<file path="src/rtl/apb4_master_pkg.sv">
// Shared types and constants for the APB4 command master.
package apb4_master_pkg;

  typedef enum logic [1:0] {
    IDLE   = 2'd0,
    SETUP  = 2'd1,
    ACCESS = 2'd2,
    RESP   = 2'd3
  } state_t;

  localparam int unsigned APB4_STRB_W = 4;
  localparam int unsigned APB4_PROT_W = 3;
  localparam int unsigned TMO_CNT_W   = 16;

endpackage

</file>
<file path="src/rtl/apb4_if.sv">
// APB4 bus bundle including the bus clock and synchronous active-low reset.
interface apb4_if #(
  parameter int unsigned ADDR_WIDTH = 32,
  parameter int unsigned DATA_WIDTH = 32
);
  logic                  hclk;
  logic                  hresetn;
  logic [ADDR_WIDTH-1:0] paddr;
  logic [2:0]            pprot;
  logic                  psel;
  logic                  penable;
  logic                  pwrite;
  logic [DATA_WIDTH-1:0] pwdata;
  logic [3:0]            pstrb;
  logic [DATA_WIDTH-1:0] prdata;
  logic                  pready;
  logic                  pslverr;

  modport master (
    input  hclk, hresetn, prdata, pready, pslverr,
    output paddr, pprot, psel, penable, pwrite, pwdata, pstrb
  );

  modport slave (
    input  hclk, hresetn, paddr, pprot, psel, penable, pwrite, pwdata, pstrb,
    output prdata, pready, pslverr
  );
endinterface

</file>
<file path="src/rtl/apb4_cmd_master.sv">
// APB4 initiator: valid/ready command in, one APB4 SETUP/ACCESS transfer,
// valid/ready response out. One transfer outstanding at a time.
// Optional ACCESS timeout is compiled in with APB4_MASTER_TIMEOUT_EN.
module apb4_cmd_master
  import apb4_master_pkg::*;
#(
  parameter int unsigned ADDR_WIDTH  = 32,
  parameter int unsigned DATA_WIDTH  = 32,
  parameter int unsigned TIMEOUT_CYC = 256
) (
  apb4_if.master                apb4,
  input  logic                  cmd_valid_i,
  output logic                  cmd_ready_o,
  input  logic [ADDR_WIDTH-1:0] cmd_addr_i,
  input  logic                  cmd_write_i,
  input  logic [DATA_WIDTH-1:0] cmd_wdata_i,
  input  logic [APB4_STRB_W-1:0] cmd_strb_i,
  input  logic [APB4_PROT_W-1:0] cmd_prot_i,
  output logic                  rsp_valid_o,
  input  logic                  rsp_ready_i,
  output logic [DATA_WIDTH-1:0] rsp_rdata_o,
  output logic                  rsp_err_o,
  output logic                  rsp_tmo_o
);

  state_t state;

`ifdef APB4_MASTER_TIMEOUT_EN
  logic [TMO_CNT_W-1:0] tmo_cnt;
  localparam logic [TMO_CNT_W-1:0] TMO_LAST = TMO_CNT_W'(TIMEOUT_CYC - 1);
`else
  assign rsp_tmo_o = 1'b0;
`endif

  // Transfer FSM; every APB and response output is a register written here.
  always_ff @(posedge apb4.hclk) begin
    if (!apb4.hresetn) begin
      state        <= IDLE;
      cmd_ready_o  <= 1'b0;
      apb4.psel    <= 1'b0;
      apb4.penable <= 1'b0;
      apb4.paddr   <= '0;
      apb4.pwrite  <= 1'b0;
      apb4.pwdata  <= '0;
      apb4.pstrb   <= '0;
      apb4.pprot   <= '0;
      rsp_valid_o  <= 1'b0;
      rsp_rdata_o  <= '0;
      rsp_err_o    <= 1'b0;
`ifdef APB4_MASTER_TIMEOUT_EN
      rsp_tmo_o    <= 1'b0;
      tmo_cnt      <= '0;
`endif
    end else begin
      case (state)
        IDLE: begin
          cmd_ready_o <= 1'b1;
          if (cmd_valid_i && cmd_ready_o) begin
            cmd_ready_o <= 1'b0;
            apb4.paddr  <= cmd_addr_i;
            apb4.pwrite <= cmd_write_i;
            apb4.pwdata <= cmd_wdata_i;
            apb4.pstrb  <= cmd_write_i ? cmd_strb_i : '0;
            apb4.pprot  <= cmd_prot_i;
            apb4.psel   <= 1'b1;
            state       <= SETUP;
          end
        end
        SETUP: begin
          apb4.penable <= 1'b1;
`ifdef APB4_MASTER_TIMEOUT_EN
          tmo_cnt      <= '0;
`endif
          state        <= ACCESS;
        end
        ACCESS: begin
          // pready takes priority over a timeout expiring in the same cycle
          if (apb4.pready) begin
            apb4.psel    <= 1'b0;
            apb4.penable <= 1'b0;
            rsp_rdata_o  <= apb4.pwrite ? '0 : apb4.prdata;
            rsp_err_o    <= apb4.pslverr;
`ifdef APB4_MASTER_TIMEOUT_EN
            rsp_tmo_o    <= 1'b0;
`endif
            rsp_valid_o  <= 1'b1;
            state        <= RESP;
          end
`ifdef APB4_MASTER_TIMEOUT_EN
          else if (tmo_cnt == TMO_LAST) begin
            apb4.psel    <= 1'b0;
            apb4.penable <= 1'b0;
            rsp_rdata_o  <= '0;
            rsp_err_o    <= 1'b1;
            rsp_tmo_o    <= 1'b1;
            rsp_valid_o  <= 1'b1;
            state        <= RESP;
          end else begin
            tmo_cnt <= tmo_cnt + 1'b1;
          end
`endif
        end
        RESP: begin
          if (rsp_ready_i) begin
            rsp_valid_o <= 1'b0;
            cmd_ready_o <= 1'b1;
            state       <= IDLE;
          end
        end
        default: state <= IDLE;
      endcase
    end
  end

endmodule
</file>
<file path="src/flat_wrapper.sv">
// flat-port wrapper written by rule: the top's interface ports become plain ports
module apb4_cmd_master_flat import apb4_master_pkg::*;
#(
  parameter int unsigned ADDR_WIDTH  = 32,
  parameter int unsigned DATA_WIDTH  = 32,
  parameter int unsigned TIMEOUT_CYC = 256
)
  (cmd_valid_i, cmd_ready_o, cmd_addr_i, cmd_write_i, cmd_wdata_i, cmd_strb_i, cmd_prot_i, rsp_valid_o, rsp_ready_i, rsp_rdata_o, rsp_err_o, rsp_tmo_o, apb4_hclk, apb4_hresetn, apb4_prdata, apb4_pready, apb4_pslverr, apb4_paddr, apb4_pprot, apb4_psel, apb4_penable, apb4_pwrite, apb4_pwdata, apb4_pstrb);
  apb4_if #(.ADDR_WIDTH(ADDR_WIDTH), .DATA_WIDTH(DATA_WIDTH)) apb4_i ();
  input  logic cmd_valid_i;
  output logic cmd_ready_o;
  input  logic [ADDR_WIDTH-1:0] cmd_addr_i;
  input  logic cmd_write_i;
  input  logic [DATA_WIDTH-1:0] cmd_wdata_i;
  input  logic [APB4_STRB_W-1:0] cmd_strb_i;
  input  logic [APB4_PROT_W-1:0] cmd_prot_i;
  output logic rsp_valid_o;
  input  logic rsp_ready_i;
  output logic [DATA_WIDTH-1:0] rsp_rdata_o;
  output logic rsp_err_o;
  output logic rsp_tmo_o;
  input wire logic [$bits(apb4_i.hclk)-1:0] apb4_hclk;
  input wire logic [$bits(apb4_i.hresetn)-1:0] apb4_hresetn;
  input wire logic [$bits(apb4_i.prdata)-1:0] apb4_prdata;
  input wire logic [$bits(apb4_i.pready)-1:0] apb4_pready;
  input wire logic [$bits(apb4_i.pslverr)-1:0] apb4_pslverr;
  output wire logic [$bits(apb4_i.paddr)-1:0] apb4_paddr;
  output wire logic [$bits(apb4_i.pprot)-1:0] apb4_pprot;
  output wire logic [$bits(apb4_i.psel)-1:0] apb4_psel;
  output wire logic [$bits(apb4_i.penable)-1:0] apb4_penable;
  output wire logic [$bits(apb4_i.pwrite)-1:0] apb4_pwrite;
  output wire logic [$bits(apb4_i.pwdata)-1:0] apb4_pwdata;
  output wire logic [$bits(apb4_i.pstrb)-1:0] apb4_pstrb;
  assign apb4_i.hclk = apb4_hclk;
  assign apb4_i.hresetn = apb4_hresetn;
  assign apb4_i.prdata = apb4_prdata;
  assign apb4_i.pready = apb4_pready;
  assign apb4_i.pslverr = apb4_pslverr;
  assign apb4_paddr = apb4_i.paddr;
  assign apb4_pprot = apb4_i.pprot;
  assign apb4_psel = apb4_i.psel;
  assign apb4_penable = apb4_i.penable;
  assign apb4_pwrite = apb4_i.pwrite;
  assign apb4_pwdata = apb4_i.pwdata;
  assign apb4_pstrb = apb4_i.pstrb;
  apb4_cmd_master #(.ADDR_WIDTH(ADDR_WIDTH), .DATA_WIDTH(DATA_WIDTH), .TIMEOUT_CYC(TIMEOUT_CYC)) u_core (.apb4(apb4_i), .cmd_valid_i(cmd_valid_i), .cmd_ready_o(cmd_ready_o), .cmd_addr_i(cmd_addr_i), .cmd_write_i(cmd_write_i), .cmd_wdata_i(cmd_wdata_i), .cmd_strb_i(cmd_strb_i), .cmd_prot_i(cmd_prot_i), .rsp_valid_o(rsp_valid_o), .rsp_ready_i(rsp_ready_i), .rsp_rdata_o(rsp_rdata_o), .rsp_err_o(rsp_err_o), .rsp_tmo_o(rsp_tmo_o));
endmodule
</file>
<file path="config.mk">
export PLATFORM = sky130hd
export DESIGN_NAME = apb4_cmd_master_flat
export DESIGN_NICKNAME = d
export VERILOG_FILES = /design/src/rtl/apb4_master_pkg.sv /design/src/rtl/apb4_if.sv /design/src/rtl/apb4_cmd_master.sv /design/src/flat_wrapper.sv
export SDC_FILE = /design/constraint.sdc
export NUM_CORES = 1
export LEC_CHECK = 0
export ABC_AREA = 1
export CAP_MARGIN = 40
export CELL_PAD_IN_SITES_DETAIL_PLACEMENT = 0
export CELL_PAD_IN_SITES_GLOBAL_PLACEMENT = 2
export CORE_UTILIZATION = 18
export CTS_CLUSTER_SIZE = 28
export DETAILED_ROUTE_END_ITERATION = 6
export PLACE_DENSITY = 0.74
export SLEW_MARGIN = 30
export SYNTH_ARGS = -nofsm -noshare
export SYNTH_HDL_FRONTEND = slang
export SYNTH_SLANG_ARGS = --single-unit
</file>
<file path="constraint.sdc">
create_clock -name apb4_hclk -period 1.3 [get_ports apb4_hclk]
set_input_delay 0.39 -clock apb4_hclk [delete_from_list [all_inputs] [get_ports apb4_hclk]]
set_output_delay 0.39 -clock apb4_hclk [all_outputs]
set_load 0.01 [all_outputs]
</file>
Yosys cells after proc, flatten, opt, wreduce, memory -nomap -nowiden
Cells that the tools add are included.
{"block": "word_totals", "input_bits": 110, "ff_bits": 111}
{"block": "op_classes", "n_eq_ne": 6, "n_mux": 16, "reduce_logical": 13}
{"cell": "$mux W32", "n": 1}
{"cell": "$reduce_and A3 Y1", "n": 3}
{"cell": "$pmux W1 S2", "n": 4}
{"cell": "$pmux W2 S4", "n": 1}
{"cell": "$reduce_and A2 Y1", "n": 4}
{"cell": "$reduce_bool A2 Y1", "n": 4}
{"cell": "$mux W1", "n": 6}
{"cell": "$mux W2", "n": 3}
{"cell": "$eq A2 B2 Y1 const B", "n": 2}
{"cell": "$mux W4", "n": 1}
{"cell": "$ne A2 B2 Y1 const B", "n": 2}
{"cell": "$eq A2 B1 Y1 const B", "n": 1}
{"cell": "$logic_not A2 Y1", "n": 1}
{"cell": "$ne A2 B1 Y1 const B", "n": 1}
{"cell": "$logic_and A1 B1 Y1", "n": 1}

Depth between registers and ports, before layout
{"block": "logic_depth", "word_depth": 3, "ltp_mapped": 8}

Least setup slack after synthesis
Ideal clock, no wire load.
{"block": "synth_path", "kind": "reg2reg", "start": "register u_core.state[0]", "end": "register u_core.apb4.paddr[19]", "arrival_time_ns": 1.308, "synth_period_minus_slack_ns": 1.373, "path_buffers": 1, "setup_slack_ns": -0.073, "stages_incl_launch_ff": 9, "cell_sequence": "dfxtp_1 > inv_1 > ha_1 > inv_2 > nor2_4 > inv_2 > clkbuf_1 > nor2_1 > nor2_1"}
{"block": "synth_between", "elab_chain_cells": 2}
{"element": "start: declaration", "line_no": "apb4_cmd_master.sv:26", "source": "state_t state;"}
{"element": "start signal: assignment", "line_no": "apb4_cmd_master.sv:38", "source": "state <= IDLE;"}
{"element": "start signal: assignment", "line_no": "apb4_cmd_master.sv:66", "source": "state <= SETUP;"}
{"element": "start signal: assignment", "line_no": "apb4_cmd_master.sv:74", "source": "state <= ACCESS;"}
{"element": "$logic_not A2 Y1", "line_no": "apb4_cmd_master.sv:55", "source": "case (state)"}
{"element": "$reduce_and A2 Y1 (no line)"}
{"element": "end signal: assignment", "line_no": "apb4_cmd_master.sv:60", "source": "apb4.paddr <= cmd_addr_i;"}
{"element": "end: declaration", "line_no": "apb4_if.sv:21", "source": "output paddr, pprot, psel, penable, pwrite, pwdata, pstrb"}
Every way passes these cells.
A chain may end at the register's enable or synchronous reset.

Worst setup path in the final report
{"block": "layout_path", "start": "register u_core.state[0]", "end": "register u_core.apb4.paddr[30]"}
Same word-level chain as after synthesis.

==> summary.txt <==
Status
  • Result of the run: complete, but fails checks
  • Failing checks: setup timing

Floorplan
  • Die area: 23100 µm²
  • Row Count: between 50 and 60
  • DIE WIDTH: about 150 µm
  • Std-Cell Core Area: approximately 22000 µm²
  • Initial standard-cell utilization of the core: 0.185
  • Die Y-Extent: 152 µm
  • Number of primary I/O pins: 220

Job
  • Max-cap viol count: 0

Global routing
  • Vias in the first global route: 3963
  • Number of antenna violations at the first check in global routing: 1
  • Global router's overall resource usage: 0.132
  • Wire length of the first global-routing pass: 23700 µm
  • Met1 global-route usage: 0.175
  • Global-route layer with the greatest usage: met2
  • Met2 Track Usage GR: 0.212
  • Met3 demand-to-capacity share in global routing: 0.0305
  • Total global routing overflow: 0
  • Pin count of the biggest net entering global routing: 49

Power and ir drop
  • Peak supply drop: 612 µV
  • Overall Power: 12.3 mW
  • Power density over cell area: 1640 nW/µm²
  • Leakage power total: 3.36 nW

Detailed routing
  • Number of search-and-repair iterations in the first detailed-routing pass: 5
  • Antenna Violating Nets Remaining: 0
  • DRC violations left: 0
  • Final WL: 16300 µm
  • Average wire per cell in the routed design: 15.6 µm
  • Starting DRT DRC Count: about 140
  • Average via count per standard cell: 4.10
  • Vias: 4289

Cells and area
  • Final cell area excluding filler cells: 7510 µm²
  • Fill cell count: 2335
  • Share of final-layout standard cells stronger than drive strength 1: 0.461
  • Layout area overhead: 85.8%
  • Final net count: 876
  • N_diodes: 0
  • Filler-free cell count of the finished design: between 1000 and 1500

Clocking
  • Clock tree sinks: 111
  • Post-CTS Hold Buffers: 0
  • CTS HTree Levels: 3
  • Clk root buf: sky130_fd_sc_hd__clkbuf_16
  • Clock buffers created by TritonCTS: 9
  • Clock buffer depth: 2
  • Worst skew pair latency: 0.36 ns
  • Reg clk slew, reported paths: approximately 0.08 ns
  • CTS tree: yes

Critical path
  • Setup crit start kind: flip-flop
  • Kind of end point of the critical path: flip-flop
  • Worst-case reg-to-reg path depth: 10
  • Critical-path top delay cell: sky130_fd_sc_hd__dfxtp_2
  • Worst endpoint required time: 1.55 ns
  • Slowest Stage Delay on Critical Path: 0.32 ns
  • Type of the worst setup path: reg2reg
  • Critical path, cell by cell: inv_2 > ha_4 > inv_4 > nor2_4 > buf_6 > inv_8 > buf_12 > buf_12 > nor2_1 > nor2_1
  • Setup slack on the worst flop-to-flop path: -0.12 ns
  • Reg2Reg Capture Point: u_core.apb4.paddr[30]
  • Crit path arrival time: 1.67 ns
  • Worst reg2reg path startpoint: u_core.state[0]
  • Critical Path Fanout Max: 13

Synth
  • Main combinational cell family by area after synthesis: simple AND/OR/NAND/NOR gates
  • Synth warnings: 0
  • Sequential share of the synthesized area: 0.550
  • Average cell area after synthesis: 7.93 µm²
  • Synthesized flop and latch total: 111
  • Number of flops mapped to enable cells by yosys: 0
  • Fraction of registers with async set/reset: 0
  • Multiplexer share of the synthesized area: 0
  • Share of synthesized cell area in and, or, nand and nor gates: 0.262
  • Post-Syn Instances: 510
  • Post-synthesis compound-gate area fraction: 0.110
  • Adder-cell share of the synthesized area: 0.0155
  • Library cells used by synthesis: 21
  • Dominant register cell in the synthesized netlist: sky130_fd_sc_hd__dfxtp_1
  • Post-Synthesis Cell Area: 4040 µm²
  • Post-synth net total: 625
  • Xor-xnor portion of the synthesized cell area: 0

Placed design
  • Placed insts: 1004
  • Placer congestion estimate: just over 0.7
  • Detail Placement HPWL: slightly above 10000 µm
  • Count of port buffers added during placement: 218
  • Instance area after placement: 6730 µm²

Worst hold path
  • Launch point of the worst hold path: u_core.rsp_rdata_o[2]
  • Depth of the worst hold-timing path: 2
  • Worst hold path class: reg2reg
  • Hold Path Sink: u_core.rsp_rdata_o[2]

Timing
  • Share of the cycle needed by the critical path after routing: 1.09
  • Final slew viol count: 0
  • Final clock skew: 0.0137 ns
  • Final worst setup slack: -0.116 ns
  • Highest clock frequency the design can meet: slightly above 700 MHz
  • Final worst path period need: between 1 and 1.5 ns
  • # setup viols final: 97
  • Setup repair after global routing missed its margin: true
  • Hold Vio Cnt, Final: 0
==> state kept, by name, summed over array words and instances, names as in the netlist <==
name                 count
u_core.apb4.paddr       32
u_core.apb4.pwdata      32
u_core.rsp_rdata_o      32
u_core.apb4.pstrb        4
u_core.apb4.pprot        3
u_core.state             2
u_core.apb4.penable      1
u_core.apb4.psel         1
u_core.apb4.pwrite       1
u_core.cmd_ready_o       1
u_core.rsp_err_o         1
u_core.rsp_valid_o       1
==> cells in the final DEF, fill, tap and decap left out <==
cell type | netlist | layout
sky130_fd_sc_hd__nand2_2 | 1 | 10
sky130_fd_sc_hd__a21oi_2 | 0 | 11
sky130_fd_sc_hd__a31oi_1 | 1 | 1
sky130_fd_sc_hd__ha_4 | 0 | 2
sky130_fd_sc_hd__buf_6 | 7 | 7
sky130_fd_sc_hd__clkinv_2 | 0 | 3
sky130_fd_sc_hd__buf_12 | 0 | 12
sky130_fd_sc_hd__nand2_4 | 0 | 5
sky130_fd_sc_hd__o21ai_0 | 54 | 32
sky130_fd_sc_hd__clkdlybuf4s50_1 | 0 | 107
sky130_fd_sc_hd__nor2_4 | 1 | 14
sky130_fd_sc_hd__clkinvlp_4 | 0 | 2
sky130_fd_sc_hd__conb_1 | 1 | 1
sky130_fd_sc_hd__clkinv_1 | 2 | 1
sky130_fd_sc_hd__dfxtp_2 | 0 | 52
sky130_fd_sc_hd__clkbuf_16 | 0 | 15
sky130_fd_sc_hd__inv_2 | 3 | 3
sky130_fd_sc_hd__bufbuf_16 | 0 | 2
sky130_fd_sc_hd__nand2_1 | 52 | 38
sky130_fd_sc_hd__inv_6 | 0 | 2
sky130_fd_sc_hd__inv_4 | 0 | 1
sky130_fd_sc_hd__nor2_1 | 140 | 99
sky130_fd_sc_hd__nand3_2 | 0 | 19
sky130_fd_sc_hd__buf_16 | 0 | 4
sky130_fd_sc_hd__o21ai_1 | 15 | 15
sky130_fd_sc_hd__nor2_2 | 0 | 28
sky130_fd_sc_hd__a21oi_1 | 19 | 8
sky130_fd_sc_hd__dlygate4sd2_1 | 0 | 1
sky130_fd_sc_hd__buf_8 | 0 | 3
sky130_fd_sc_hd__ha_1 | 5 | 3
sky130_fd_sc_hd__buf_4 | 3 | 23
sky130_fd_sc_hd__buf_2 | 10 | 110
sky130_fd_sc_hd__inv_1 | 6 | 4
sky130_fd_sc_hd__nor3_2 | 0 | 1
sky130_fd_sc_hd__nand3_1 | 63 | 44
sky130_fd_sc_hd__dfxtp_1 | 111 | 59
sky130_fd_sc_hd__o21ai_2 | 0 | 22
sky130_fd_sc_hd__inv_8 | 0 | 2
==> through the flow <==
stage / TNS (ns) / hold WS, ns / util / setup WS (ns)
final: -5.32 / 0.455 / 0.343 / -0.116
after floorplan: 0 / 0.483 / - / 0.0146
after global routing: -11.72 / 0.478 / 0.343 / -0.170
after global placement: -35.65 / 0.451 / 0.307 / -0.424
after detailed placement: -35.49 / 0.456 / 0.307 / -0.436
after CTS: -2.63 / 0.464 / 0.317 / -0.0742
==> power by group <==
part / switching, mW / internal (mW) / total (mW)
sequential: 0.354 / 4.14 / 4.50
combinational: 2.57 / 2.61 / 5.18
clock: 1.36 / 1.31 / 2.66
total: 4.28 / 8.06 / 12.3
==> cell type report <==
type / count / area, µm² / area share
clock buffer: 9 / 225 / 0.0300
clock inverter: 7 / 47.5 / 0.00633
inverter: 11 / 58.8 / 0.00783
multi-input combinational: 353 / 2050 / 0.273
sequential: 111 / 2290 / 0.305
tap: 280 / 350 / 0.0467
timing repair buffer: 275 / 2490 / 0.332
==> what timing repair did <==
action,4_1_cts,5_1_grt
pin swaps,5,34
resized for setup,538,126
endpoints found under the hold margin,0,0
buffers inserted,9,3
gates cloned,6,8
setup endpoints to repair,217,95
==> synth_stat cells, drive strengths merged (2+ instances only) <==
cell    count  share of area
dfxtp     111           0.55
a21oi      19          0.024
inv         9         0.0084
nor2      141           0.13
clkbuf     14          0.013
clkinv      2         0.0019
o21ai      69          0.085
nand3      63          0.078
nand2      53          0.050
ha          5          0.015
buf        21          0.038
==> routing by layer <==
metal	vias to the layer above	part of all wire	routed length, µm
met3	15	0.040	649
li1	2174	-	-
met5	-	0.00098	16
met2	104	0.48	7730
met4	2	0.013	211
met1	1994	0.47	7670
==> critical path, delay by kind of cell, from the launching register on <==
family	cells	cell delay, ns
adders and majority gates	1	0.16
buffers and inverters	6	0.55
DFF	1	0.32
and+or+nand+nor	3	0.27
==> logic make-up (layout without fill, tap and decap cells) <==
kind of cell | Yosys count | after routing
AO/OA/AOI/OAI | 89 | 89
buffers and inverters | 46 | 302
AND/OR/NAND/NOR | 258 | 258
flip-flops | 111 | 111
adder cells (fa/ha/maj) | 5 | 5
other | 1 | 1
==> how the worst max path moves through the flow <==
stage	startpoint	to	slack, ns	cells after the start
floorplan	u_core.state[0]	u_core.apb4.paddr[10]	0.01	8
global route	u_core.state[0]	u_core.apb4.pwdata[6]	-0.17	10
finish	u_core.state[0]	u_core.apb4.paddr[30]	-0.12	10
detailed placement	cmd_valid_i	u_core.apb4.pwdata[2]	-0.44	8
global placement	cmd_valid_i	u_core.apb4.pwdata[17]	-0.42	8
CTS	u_core.state[1]	u_core.apb4.pwdata[20]	-0.07	10
Note: power is estimated with default switching activity, not from simulation.
